## config.mk

```make
export PLATFORM = sky130hd
export DESIGN_NAME = mux4_rr_arb
export DESIGN_NICKNAME = d
export VERILOG_FILES = /design/src/rtl/mux4_rr_arb_pkg.sv /design/src/rtl/mux4_rr_arb_rr_pick4.sv /design/src/rtl/mux4_rr_arb.sv
export SDC_FILE = /design/constraint.sdc
export NUM_CORES = 1
export LEC_CHECK = 0
export BUFFER_PORTS_ARGS = -buffer_cell sky130_fd_sc_hd__buf_4
export CORE_UTILIZATION = 40
export DETAILED_ROUTE_END_ITERATION = 6
export GPL_TIMING_DRIVEN = 0
export HOLD_SLACK_MARGIN = 0.15
export PLACE_DENSITY = 0.71
export SYNTH_ARGS = -nofsm -noshare
export SYNTH_HDL_FRONTEND = slang
export SYNTH_HIERARCHICAL = 1
export SYNTH_SLANG_ARGS = --single-unit
```

## constraint.sdc

```tcl
create_clock -name CLK -period 2.93 [get_ports CLK]
set_input_delay 0.586 -clock CLK [delete_from_list [all_inputs] [get_ports CLK]]
set_output_delay 0.586 -clock CLK [all_outputs]
set_load 0.05 [all_outputs]
```

## src/rtl/mux4_rr_arb_pkg.sv

```systemverilog
// -----------------------------------------------------------------------------
// mux4_rr_arb_pkg
// Shared types and helpers for the mux4 round-robin select sequencer.
//   state_t        : FSM states (IDLE, GRANT, GAP)
//   idx_t          : 2-bit requester / mux input index, {S1,S0} = index
//   PTR_RST        : reset value of the round-robin pointer (requester 0 wins first)
//   idx_to_onehot  : index -> one-hot grant vector
// -----------------------------------------------------------------------------
package mux4_rr_arb_pkg;

  typedef enum logic [1:0] {
    ST_IDLE  = 2'd0,
    ST_GRANT = 2'd1,
    ST_GAP   = 2'd2
  } state_t;

  typedef logic [1:0] idx_t;

  localparam idx_t PTR_RST = 2'd3;

  // One-hot encode a requester index into a 4-bit grant vector.
  function automatic logic [3:0] idx_to_onehot(input idx_t idx);
    logic [3:0] oh;
    oh      = 4'b0000;
    oh[idx] = 1'b1;
    return oh;
  endfunction

endpackage

```

## src/rtl/mux4_rr_arb_rr_pick4.sv

```systemverilog
// -----------------------------------------------------------------------------
// rr_pick4
// Purely combinational 4-way round-robin picker. Finds the first set request
// bit searching cyclically from i_ptr+1, so requester i_ptr has lowest priority.
// Ports:
//   i_req   [3:0] : request vector
//   i_ptr   [1:0] : index of the most recent winner
//   o_valid       : at least one request is set
//   o_idx   [1:0] : winning index (0 when o_valid is low)
// -----------------------------------------------------------------------------
module rr_pick4
  import mux4_rr_arb_pkg::*;
(
  input  logic [3:0] i_req,
  input  idx_t       i_ptr,
  output logic       o_valid,
  output idx_t       o_idx
);

  idx_t       w_base;
  logic [7:0] w_dbl;
  logic [3:0] w_rot;
  idx_t       w_off;

  // Rotate requests so the search start lands at bit 0, then priority-encode
  // the lowest set bit and rotate the offset back into an absolute index.
  always_comb begin
    w_base  = i_ptr + 2'd1;
    w_dbl   = {i_req, i_req};
    w_rot   = w_dbl[w_base +: 4];
    w_off   = 2'd0;
    o_valid = 1'b0;
    casez (w_rot)
      4'b???1: begin w_off = 2'd0; o_valid = 1'b1; end
      4'b??10: begin w_off = 2'd1; o_valid = 1'b1; end
      4'b?100: begin w_off = 2'd2; o_valid = 1'b1; end
      4'b1000: begin w_off = 2'd3; o_valid = 1'b1; end
      default: begin w_off = 2'd0; o_valid = 1'b0; end
    endcase
    if (o_valid) begin
      o_idx = w_base + w_off;
    end else begin
      o_idx = 2'd0;
    end
  end

endmodule

```

## src/rtl/mux4_rr_arb.sv

```systemverilog
// -----------------------------------------------------------------------------
// mux4_rr_arb
// Round-robin select sequencer driving the S1/S0 pins of a 4:1 mux cell.
// One of four requesters is granted for a burst of LEN+1 beats; beats are
// counted on ACK and the select is held stable for the whole burst. A single
// GAP cycle with no grant separates bursts so the select changes glitch-free.
//
// Parameters:
//   LEN_W          : burst-length width, bursts of 1..2^LEN_W beats
// Ports:
//   CLK            : clock, rising edge
//   RST            : asynchronous active-high reset
//   REQ   [3:0]    : requests, requester i owns mux input Ii
//   LEN   [LEN_W-1:0] : burst length minus one, sampled in the grant cycle
//   ACK            : downstream accepted the current beat
//   S0, S1         : registered mux select, {S1,S0} = granted index
//   GNT   [3:0]    : registered one-hot grant, zero outside a burst
//   BUSY           : registered, high while a burst is in progress
//   LAST           : registered, high on the final beat of the burst
//
// Build option:
//   MUX4_RR_ARB_PARK_EN : when defined, S1/S0 stay parked on the last granted
//                         index through GAP and IDLE; otherwise they return
//                         to 00 on entry to GAP.
// -----------------------------------------------------------------------------
module mux4_rr_arb
  import mux4_rr_arb_pkg::*;
#(
  parameter int LEN_W = 4
) (
  input  logic             CLK,
  input  logic             RST,
  input  logic [3:0]       REQ,
  input  logic [LEN_W-1:0] LEN,
  input  logic             ACK,
  output logic             S0,
  output logic             S1,
  output logic [3:0]       GNT,
  output logic             BUSY,
  output logic             LAST
);

  localparam logic [LEN_W-1:0] CNT_ZERO = {LEN_W{1'b0}};
  localparam logic [LEN_W-1:0] CNT_ONE  = LEN_W'(1);

  state_t           r_state;
  logic [LEN_W-1:0] r_cnt;
  idx_t             r_ptr;
  idx_t             r_sel;
  logic [3:0]       r_gnt;
  logic             r_busy;
  logic             r_last;

  logic             w_pick_valid;
  idx_t             w_pick_idx;
  logic             w_req_own;
  logic             w_cnt_zero;
  logic             w_beat;
  logic             w_to_gap;
  logic [LEN_W-1:0] w_cnt_dec;
  idx_t             w_sel_gap;

  rr_pick4 u_pick (
    .i_req   (REQ),
    .i_ptr   (r_ptr),
    .o_valid (w_pick_valid),
    .o_idx   (w_pick_idx)
  );

  // Select value applied when a burst ends: parked or returned to input 0.
`ifdef MUX4_RR_ARB_PARK_EN
  assign w_sel_gap = r_sel;
`else
  assign w_sel_gap = 2'd0;
`endif

  // Burst bookkeeping: a beat decrements CNT only while non-zero, and the
  // burst ends on the final ACKed beat or when the owner withdraws its request.
  always_comb begin
    w_req_own  = REQ[r_ptr];
    w_cnt_zero = (r_cnt == CNT_ZERO);
    w_cnt_dec  = r_cnt - CNT_ONE;
    if (r_state == ST_GRANT) begin
      w_beat   = ACK & ~w_cnt_zero;
      w_to_gap = (ACK & w_cnt_zero) | ~w_req_own;
    end else begin
      w_beat   = 1'b0;
      w_to_gap = 1'b0;
    end
  end

  // Arbitration FSM with counter, pointer and registered outputs.
  always_ff @(posedge CLK or posedge RST) begin
    if (RST) begin
      r_state <= ST_IDLE;
      r_cnt   <= CNT_ZERO;
      r_ptr   <= PTR_RST;
      r_sel   <= 2'd0;
      r_gnt   <= 4'b0000;
      r_busy  <= 1'b0;
      r_last  <= 1'b0;
    end else begin
      case (r_state)
        ST_IDLE: begin
          if (w_pick_valid) begin
            r_state <= ST_GRANT;
            r_cnt   <= LEN;
            r_ptr   <= w_pick_idx;
            r_sel   <= w_pick_idx;
            r_gnt   <= idx_to_onehot(w_pick_idx);
            r_busy  <= 1'b1;
            r_last  <= (LEN == CNT_ZERO);
          end else begin
            r_state <= ST_IDLE;
          end
        end
        ST_GRANT: begin
          if (w_beat) begin
            r_cnt <= w_cnt_dec;
          end else begin
            r_cnt <= r_cnt;
          end
          if (w_to_gap) begin
            // Completion or abort; PTR keeps this winner either way.
            r_state <= ST_GAP;
            r_sel   <= w_sel_gap;
            r_gnt   <= 4'b0000;
            r_busy  <= 1'b0;
            r_last  <= 1'b0;
          end else if (w_beat) begin
            r_last <= (r_cnt == CNT_ONE);
          end else begin
            r_last <= r_last;
          end
        end
        ST_GAP: begin
          r_state <= ST_IDLE;
        end
        default: begin
          r_state <= ST_IDLE;
          r_sel   <= 2'd0;
          r_gnt   <= 4'b0000;
          r_busy  <= 1'b0;
          r_last  <= 1'b0;
        end
      endcase
    end
  end

  assign S0   = r_sel[0];
  assign S1   = r_sel[1];
  assign GNT  = r_gnt;
  assign BUSY = r_busy;
  assign LAST = r_last;

endmodule

```

# After elaboration in Yosys (flattened, before gate mapping)
# Cells that the tools add are included.
[op_classes]
add_sub_neg = 3
n_lt_le_gt_ge = 3
n_eq_ne = 10
n_shift = 1
n_mux = 28
bitwise = 6
reduce_logical = 10
[op_table]
columns = ["operator", "n"]
rows = [
  ["4-bit two-way mux", 4],
  ["2-bit one-hot mux with 3 select lines", 2],
  ["4-bit one-hot mux with 3 select lines", 1],
  ["1-bit two-way mux", 11],
  ["3-bit AND reduction", 3],
  ["4-bit logical NOT", 2],
  ["2-bit two-way mux", 4],
  ["4-bit one-hot mux with 2 select lines", 1],
  ["8-bit by 3-bit variable part select with 4-bit output", 1],
  ["2-bit by 3-bit < comparator with 1-bit output (second input constant)", 2],
  ["1-bit one-hot mux with 3 select lines", 2],
  ["2-bit equality test (second input constant)", 2],
  ["4-bit by 1-bit equality test with 1-bit output (second input constant)", 1],
  ["4-bit equality test (second input constant)", 1],
  ["2-bit inequality test (second input constant)", 2],
  ["2-bit one-hot mux with 2 select lines", 1],
  ["4-bit OR reduction", 1],
  ["4-bit by 1-bit subtractor with 4-bit output (second input constant)", 1],
  ["3-bit equality test (second input constant)", 1],
  ["3-bit inequality test (second input constant)", 1],
  ["1-bit NOT", 3],
  ["2-bit by 1-bit adder with 2-bit output (second input constant)", 1],
  ["2-bit adder", 1],
  ["1-bit AND", 2],
  ["10 further kinds", 10],
]
[word_totals]
reg_bits = 16
input_bits = 11
output_inout_bits = 8
wordCells = 68

# Logic depth before layout (Yosys ltp)
[depth]
depth_word = 12
mapped_depth = 12
mapped_depth_nobuf = 11

# Cells and area by module
# The synthesis kept the hierarchy.
[by_module_without_submodules]
columns = ["mod", "n_inst", "cells_per_inst", "area_per_inst_um2", "seq_area_each_um2"]
rows = [
  ["mux4_rr_arb", 1, 82, 852.1, 402.9],
  ["rr_pick4", 1, 39, 247.7, 0.0],
]

# Worst setup path after synthesis
# OpenSTA, ideal clock, no wires.
[synth_path]
path_type = "input port to flip-flop"
from = "in REQ[1]"
to = "reg r_gnt[0] (netlist: GNT[0])"
setup_time_ns = 0.118
arrival_time_ns = 2.174
t_required_ns = 2.812
setup_slack_ns = 0.638
stages = 12
n_path_buf = 1
cell_sequence = "buf_2 > nor2_1 > nor3_1 > a21oi_1 > o211ai_1 > ha_1 > xor2_2 > xnor2_1 > a21oi_1 > a21oi_1 > nor3_1 > a21o_1"
[synth_via]
elab_chain_len = 11
elab_cells_between_ends = 24
cone_classes = "add/sub: 1; order compare: 2; eq/ne: 5; shift: 1; mux: 10; bitwise: 2; reduce/logical: 3"
[synth_lines]
columns = ["item", "line", "rtl"]
rows = [
  ["start, declared", "mux4_rr_arb.sv:33", "input logic [3:0] REQ,"],
  ["8-bit by 3-bit variable part select with 4-bit output *", "mux4_rr_arb_rr_pick4.sv:30", "w_rot = w_dbl[w_base +: 4];"],
  ["4-bit equality test (tied with other cells)", "mux4_rr_arb_rr_pick4.sv:33", "casez (w_rot)"],
  ["2-bit one-hot mux with 3 select lines / 4-bit OR reduction (equally long branches)", "n/a", ""],
  ["2-bit adder / 1-bit two-way mux (equally long branches)", "mux4_rr_arb_rr_pick4.sv:41, mux4_rr_arb_rr_pick4.sv:33", ""],
  ["2-bit two-way mux *", "mux4_rr_arb_rr_pick4.sv:40", "if (o_valid) begin"],
  ["net w_pick_idx[1]", "mux4_rr_arb.sv:55", "idx_t w_pick_idx;"],
  ["2-bit by 3-bit < comparator with 1-bit output (not written as such) / 2-bit by 1-bit >= comparator with 1-bit output (equally long branches)", "mux4_rr_arb_pkg.sv:25", "oh[idx] = 1'b1;"],
  ["1-bit logical AND (not written as such)", "mux4_rr_arb_pkg.sv:25", ""],
  ["1-bit two-way mux (not written as such)", "mux4_rr_arb_pkg.sv:25", ""],
  ["1-bit demux with 2-bit select *", "mux4_rr_arb_pkg.sv:25", ""],
  ["4-bit two-way mux *", "mux4_rr_arb.sv:105", "if (w_pick_valid) begin"],
  ["4-bit one-hot mux with 3 select lines *", "mux4_rr_arb.sv:103", "case (r_state)"],
  ["end signal, assigned", "mux4_rr_arb.sv:110", "r_gnt <= idx_to_onehot(w_pick_idx);"],
  ["end, declared", "mux4_rr_arb.sv:50", "logic [3:0] r_gnt;"],
]
# The timed path passes the listed nets; every way through them passes the cells marked *. The select of a mux whose other input is x is not followed.
# A chain may end at the register's enable or synchronous reset.

# Worst setup path after layout
[layout_path]
from = "reg r_ptr[0]"
to = "reg r_gnt[0] (netlist: GNT[0])"
[layout_via]
elab_chain_len = 12
elab_cells_between_ends = 25
cone_classes = "add/sub: 2; order compare: 2; eq/ne: 5; shift: 1; mux: 10; bitwise: 2; reduce/logical: 3"
[layout_lines]
columns = ["item", "line", "rtl"]
rows = [
  ["start, declared", "mux4_rr_arb.sv:48", "idx_t r_ptr;"],
  ["start signal, assigned", "mux4_rr_arb.sv:108", "r_ptr <= w_pick_idx;"],
  ["2-bit by 1-bit adder with 2-bit output *", "mux4_rr_arb_rr_pick4.sv:28", "w_base = i_ptr + 2'd1;"],
  ["8-bit by 3-bit variable part select with 4-bit output", "mux4_rr_arb_rr_pick4.sv:30", ""],
  ["4-bit equality test (tied with other cells)", "mux4_rr_arb_rr_pick4.sv:33", ""],
  ["2-bit one-hot mux with 3 select lines / 4-bit OR reduction (equally long branches)", "n/a", ""],
  ["2-bit adder / 1-bit two-way mux (equally long branches)", "mux4_rr_arb_rr_pick4.sv:41, mux4_rr_arb_rr_pick4.sv:33", ""],
  ["2-bit two-way mux *", "mux4_rr_arb_rr_pick4.sv:40", ""],
  ["net w_pick_idx[1]", "mux4_rr_arb.sv:55", ""],
  ["2-bit by 3-bit < comparator with 1-bit output (not written as such) / 2-bit by 1-bit >= comparator with 1-bit output (equally long branches)", "mux4_rr_arb_pkg.sv:25", ""],
  ["1-bit logical AND (not written as such)", "mux4_rr_arb_pkg.sv:25", ""],
  ["1-bit two-way mux (not written as such)", "mux4_rr_arb_pkg.sv:25", ""],
  ["1-bit demux with 2-bit select *", "mux4_rr_arb_pkg.sv:25", ""],
  ["4-bit two-way mux *", "mux4_rr_arb.sv:105", ""],
  ["4-bit one-hot mux with 3 select lines *", "mux4_rr_arb.sv:103", ""],
]
# Marked as above.

==> results.json <==
{
  "syn_inst": 121,
  "critPathMaxStageDelay_ps": 600,
  "drt-pass1-iter-count": 4,
  "grt_usage_pct": 18.51,
  "end_kind": "flop",
  "clkSinkCount": 16,
  "power_frac_comb_pct": 63.2,
  "p_clk_share_pct": 9.7,
  "ys_seq_area_share_pct": 36.63,
  "final_cell_mix": "18 x buf_4, 14 x dfrtp_1, 14 x nor2_1, 11 x inv_1, 11 x nand2_1",
  "ys_seq_elements": 16,
  "grt_pass1_vias": 903,
  "worst_pin_slew_ps": 607.2,
  "crit_chain": "buf_6 > nor3_1 > o21ai_0 > o211ai_1 > ha_1 > xor2_2 > xnor2_1 > a21oi_1 > a21oi_1 > nor3_1 > a21o_1",
  "coreArea_um2": 2545,
  "crit_buf_inv": 1,
  "antenna_found_initial": 0,
  "p_int_uw": 813.0,
  "power.switching_uw": 745.1,
  "layout-drive-gt1-share_pct": 27.27,
  "syn2layout_area_growth_pct": 19.00,
  "setup_tns_ps": 0,
  "cts_max_path_buffers": 2,
  "crit_required_ps": 3120,
  "final_common_cell": "buf_4",
  "peakVddDrop_mv": 0.6794,
  "final_area_um2": 1309,
  "synth_edf_count": 0,
  "path_clk_slew_ps": 100,
  "cp_top_family": "compound AO/OA/AOI/OAI gates",
  "grt.overflow.total": 0,
  "portBuffers": 18,
  "crit_slowest_cell": "dfstp_2",
  "yosys_warnings": 6,
  "chipWidth_um": 54.44,
  "max_freq_ghz": 0.4165,
  "holdCritPathClass": "in2async",
  "hold_viol": 0,
  "viasPerCell": 5.717,
  "synth-async-reset-ratio_pct": 100.0,
  "grt_pass1_wl_um": 3926,
  "swShare_pct": 47.82,
  "worstPathMaxFanout": 10,
  "worstPathArrival_ps": 2590,
  "cp.depth": 11,
  "finalNetCount": 158,
  "fin_crit_ps": 2401,
  "syn_area_um2": 1100,
  "drc_errors": 0,
  "drtIter0Drc": 25,
  "postPlaceCellArea_um2": 1272,
  "antenna_cells": 0,
  "start_util_pct": 43.22,
  "fp.dieH_um": 54.44,
  "htreeDepth": 1,
  "final.setup_skew_ps": 0.8367,
  "num_vias": 989,
  "clk_latency_ps": 290,
  "io_pins": 19,
  "final-setup-viol-count": 0,
  "status": "complete, no violations",
  "drv_cap": 0,
  "ant_nets": 0,
  "avgSynthCellArea_um2": 9.089,
  "post-route-util_pct": 51.43,
  "p_total_uw": 1558,
  "report.final.slew_viol_count": 0,
  "layoutNonFillerInstCount": 173,
  "slew-limit-headroom_pct": 59.48,
  "p_per_area_nw_per_um2": 1191,
  "wl_per_cell_um": 13.90,
  "grt_max_degree": 17,
  "leakagePower_uw": 0.0005993,
  "synth_cell_type_count": 45,
  "cts-buffers-inserted": 3,
  "gp_congestion": 0.8304,
  "reg2reg_depth": 11,
  "crit_type": "reg2reg",
  "min_period_over_period_pct": 81.95,
  "synth_flop_cell": "dfrtp_1",
  "dieArea_um2": 2963,
  "drt_wl_total_um": 2404,
  "cts.repair.resized": 0,
  "critPathLaunchType": "flop",
  "rsz0062_at_grt": "no",
  "rows": 18,
  "syn_nets": 135,
  "cts_setup_buffers": 0,
  "post-place-cells": 169,
  "cts-root-buf": "clkbuf_4",
  "tritoncts": "built",
  "power.share.sequential_pct": 27.1,
  "nFillCells": 245,
  "detailed_place_hpwl_um": 1809,
  "ctsHoldBuffers": 0
}
==> synthesized netlist by cell type, drive strengths merged, types with 2 or more instances <==
master   count  area share, %
dfstp        2            4.8
inv         11            3.8
o21ai        6            2.7
and2         2            1.3
a31oi        4            2.3
nor3         5            2.3
a22o         2            1.8
nor2b        2            1.1
buf          5            4.0
o22a         2            1.6
ha           3            3.4
o32ai        2            2.3
o22ai        2            2.4
o211ai       2            1.4
nor2        14            4.8
nor3b        2            1.8
nand2b       2            1.1
nand2       11            3.8
dfrtp       14             32
or2          2            1.1
o311ai       2            1.6
a21oi        6            2.7
o2bb2ai      2            1.6
==> final cells by class <==
cell class / instances / area [µm²] / share of cell area [%]
tap: 30 / 37.54 / 2.868
buffer: 6 / 47.55 / 3.633
inverter: 11 / 41.29 / 3.155
sequential: 16 / 402.9 / 30.78
timing repair buffer: 18 / 135.1 / 10.33
clock buffer: 4 / 36.28 / 2.772
multi-input combinational: 88 / 608.1 / 46.46
==> power by group through the flow <==
stage	Combinational, µW	Sequential, µW	Clock, µW
2_1_floorplan	648	540	0
3_3_place_gp	967	424	0
3_5_place_dp	983	427	0
4_1_cts	988	422	150
5_1_grt	1090	438	160
6_report	985	422	151
==> state kept, by name, indices dropped and copies added (netlist names) <==
name,count
GNT,4
r_cnt,4
r_state,2
BUSY,1
r_ptr,2
LAST,1
r_sel,2
==> final timing paths <==
check / end / slack, ps / start
max in group asynchronous: GNT[0] / 2180 / RST
hold / removal: r_sel[1] / 360 / RST
setup reg to reg: GNT[0] / 530 / r_ptr[0]
hold reg to reg: GNT[0] / 490 / GNT[0]
setup / recovery: GNT[0] / 530 / r_ptr[0]
min in group CLK: GNT[0] / 490 / GNT[0]
==> worst reg2reg max path: cells and delay by family, from the launching register on <==
| kind | cells | cell delay [ps] |
|---|---|---|
| buffers and inverters | 1 | 160 |
| AND/OR/NAND/NOR | 2 | 160 |
| AO/OA/AOI/OAI | 5 | 840 |
| XOR/XNOR | 2 | 320 |
| flip-flops | 1 | 600 |
| adder cells (fa/ha/maj) | 1 | 220 |
==> through the flow <==
stage | setup slack (ps) | hold WS, ps
CTS | 505.9 | 378.4
global route | 363.6 | 414.1
global placement | 320.6 | 474.6
detailed placement | 272.2 | 467.4
floorplan | 637.6 | 471.7
finish | 528.9 | 355.9
==> layer usage <==
| metal | up-vias | wire length (µm) | GRT usage [%] |
|---|---|---|---|
| met5 | - | 0 | 0 |
| met4 | 0 | 26 | 7.692 |
| met3 | 4 | 126 | 2.500 |
| met2 | 29 | 1179 | 31.71 |
| met1 | 472 | 1071 | 23.12 |
| li1 | 484 | - | - |
==> logic make-up (layout without fill, tap and decap cells) <==
kind of cell | Yosys count | in the layout | share of synthesized area [%]
AND/OR/NAND/NOR | 43 | 43 | 19.34
AO/OA/AOI/OAI | 38 | 38 | 27.31
buffers and inverters | 17 | 39 | 8.077
flip-flops | 16 | 16 | 36.63
adder cells (fa/ha/maj) | 3 | 3 | 3.413
XOR/XNOR | 2 | 2 | 2.276
multiplexers | 2 | 2 | 2.958
No activity file was read; power rests on OpenSTA's default activity.
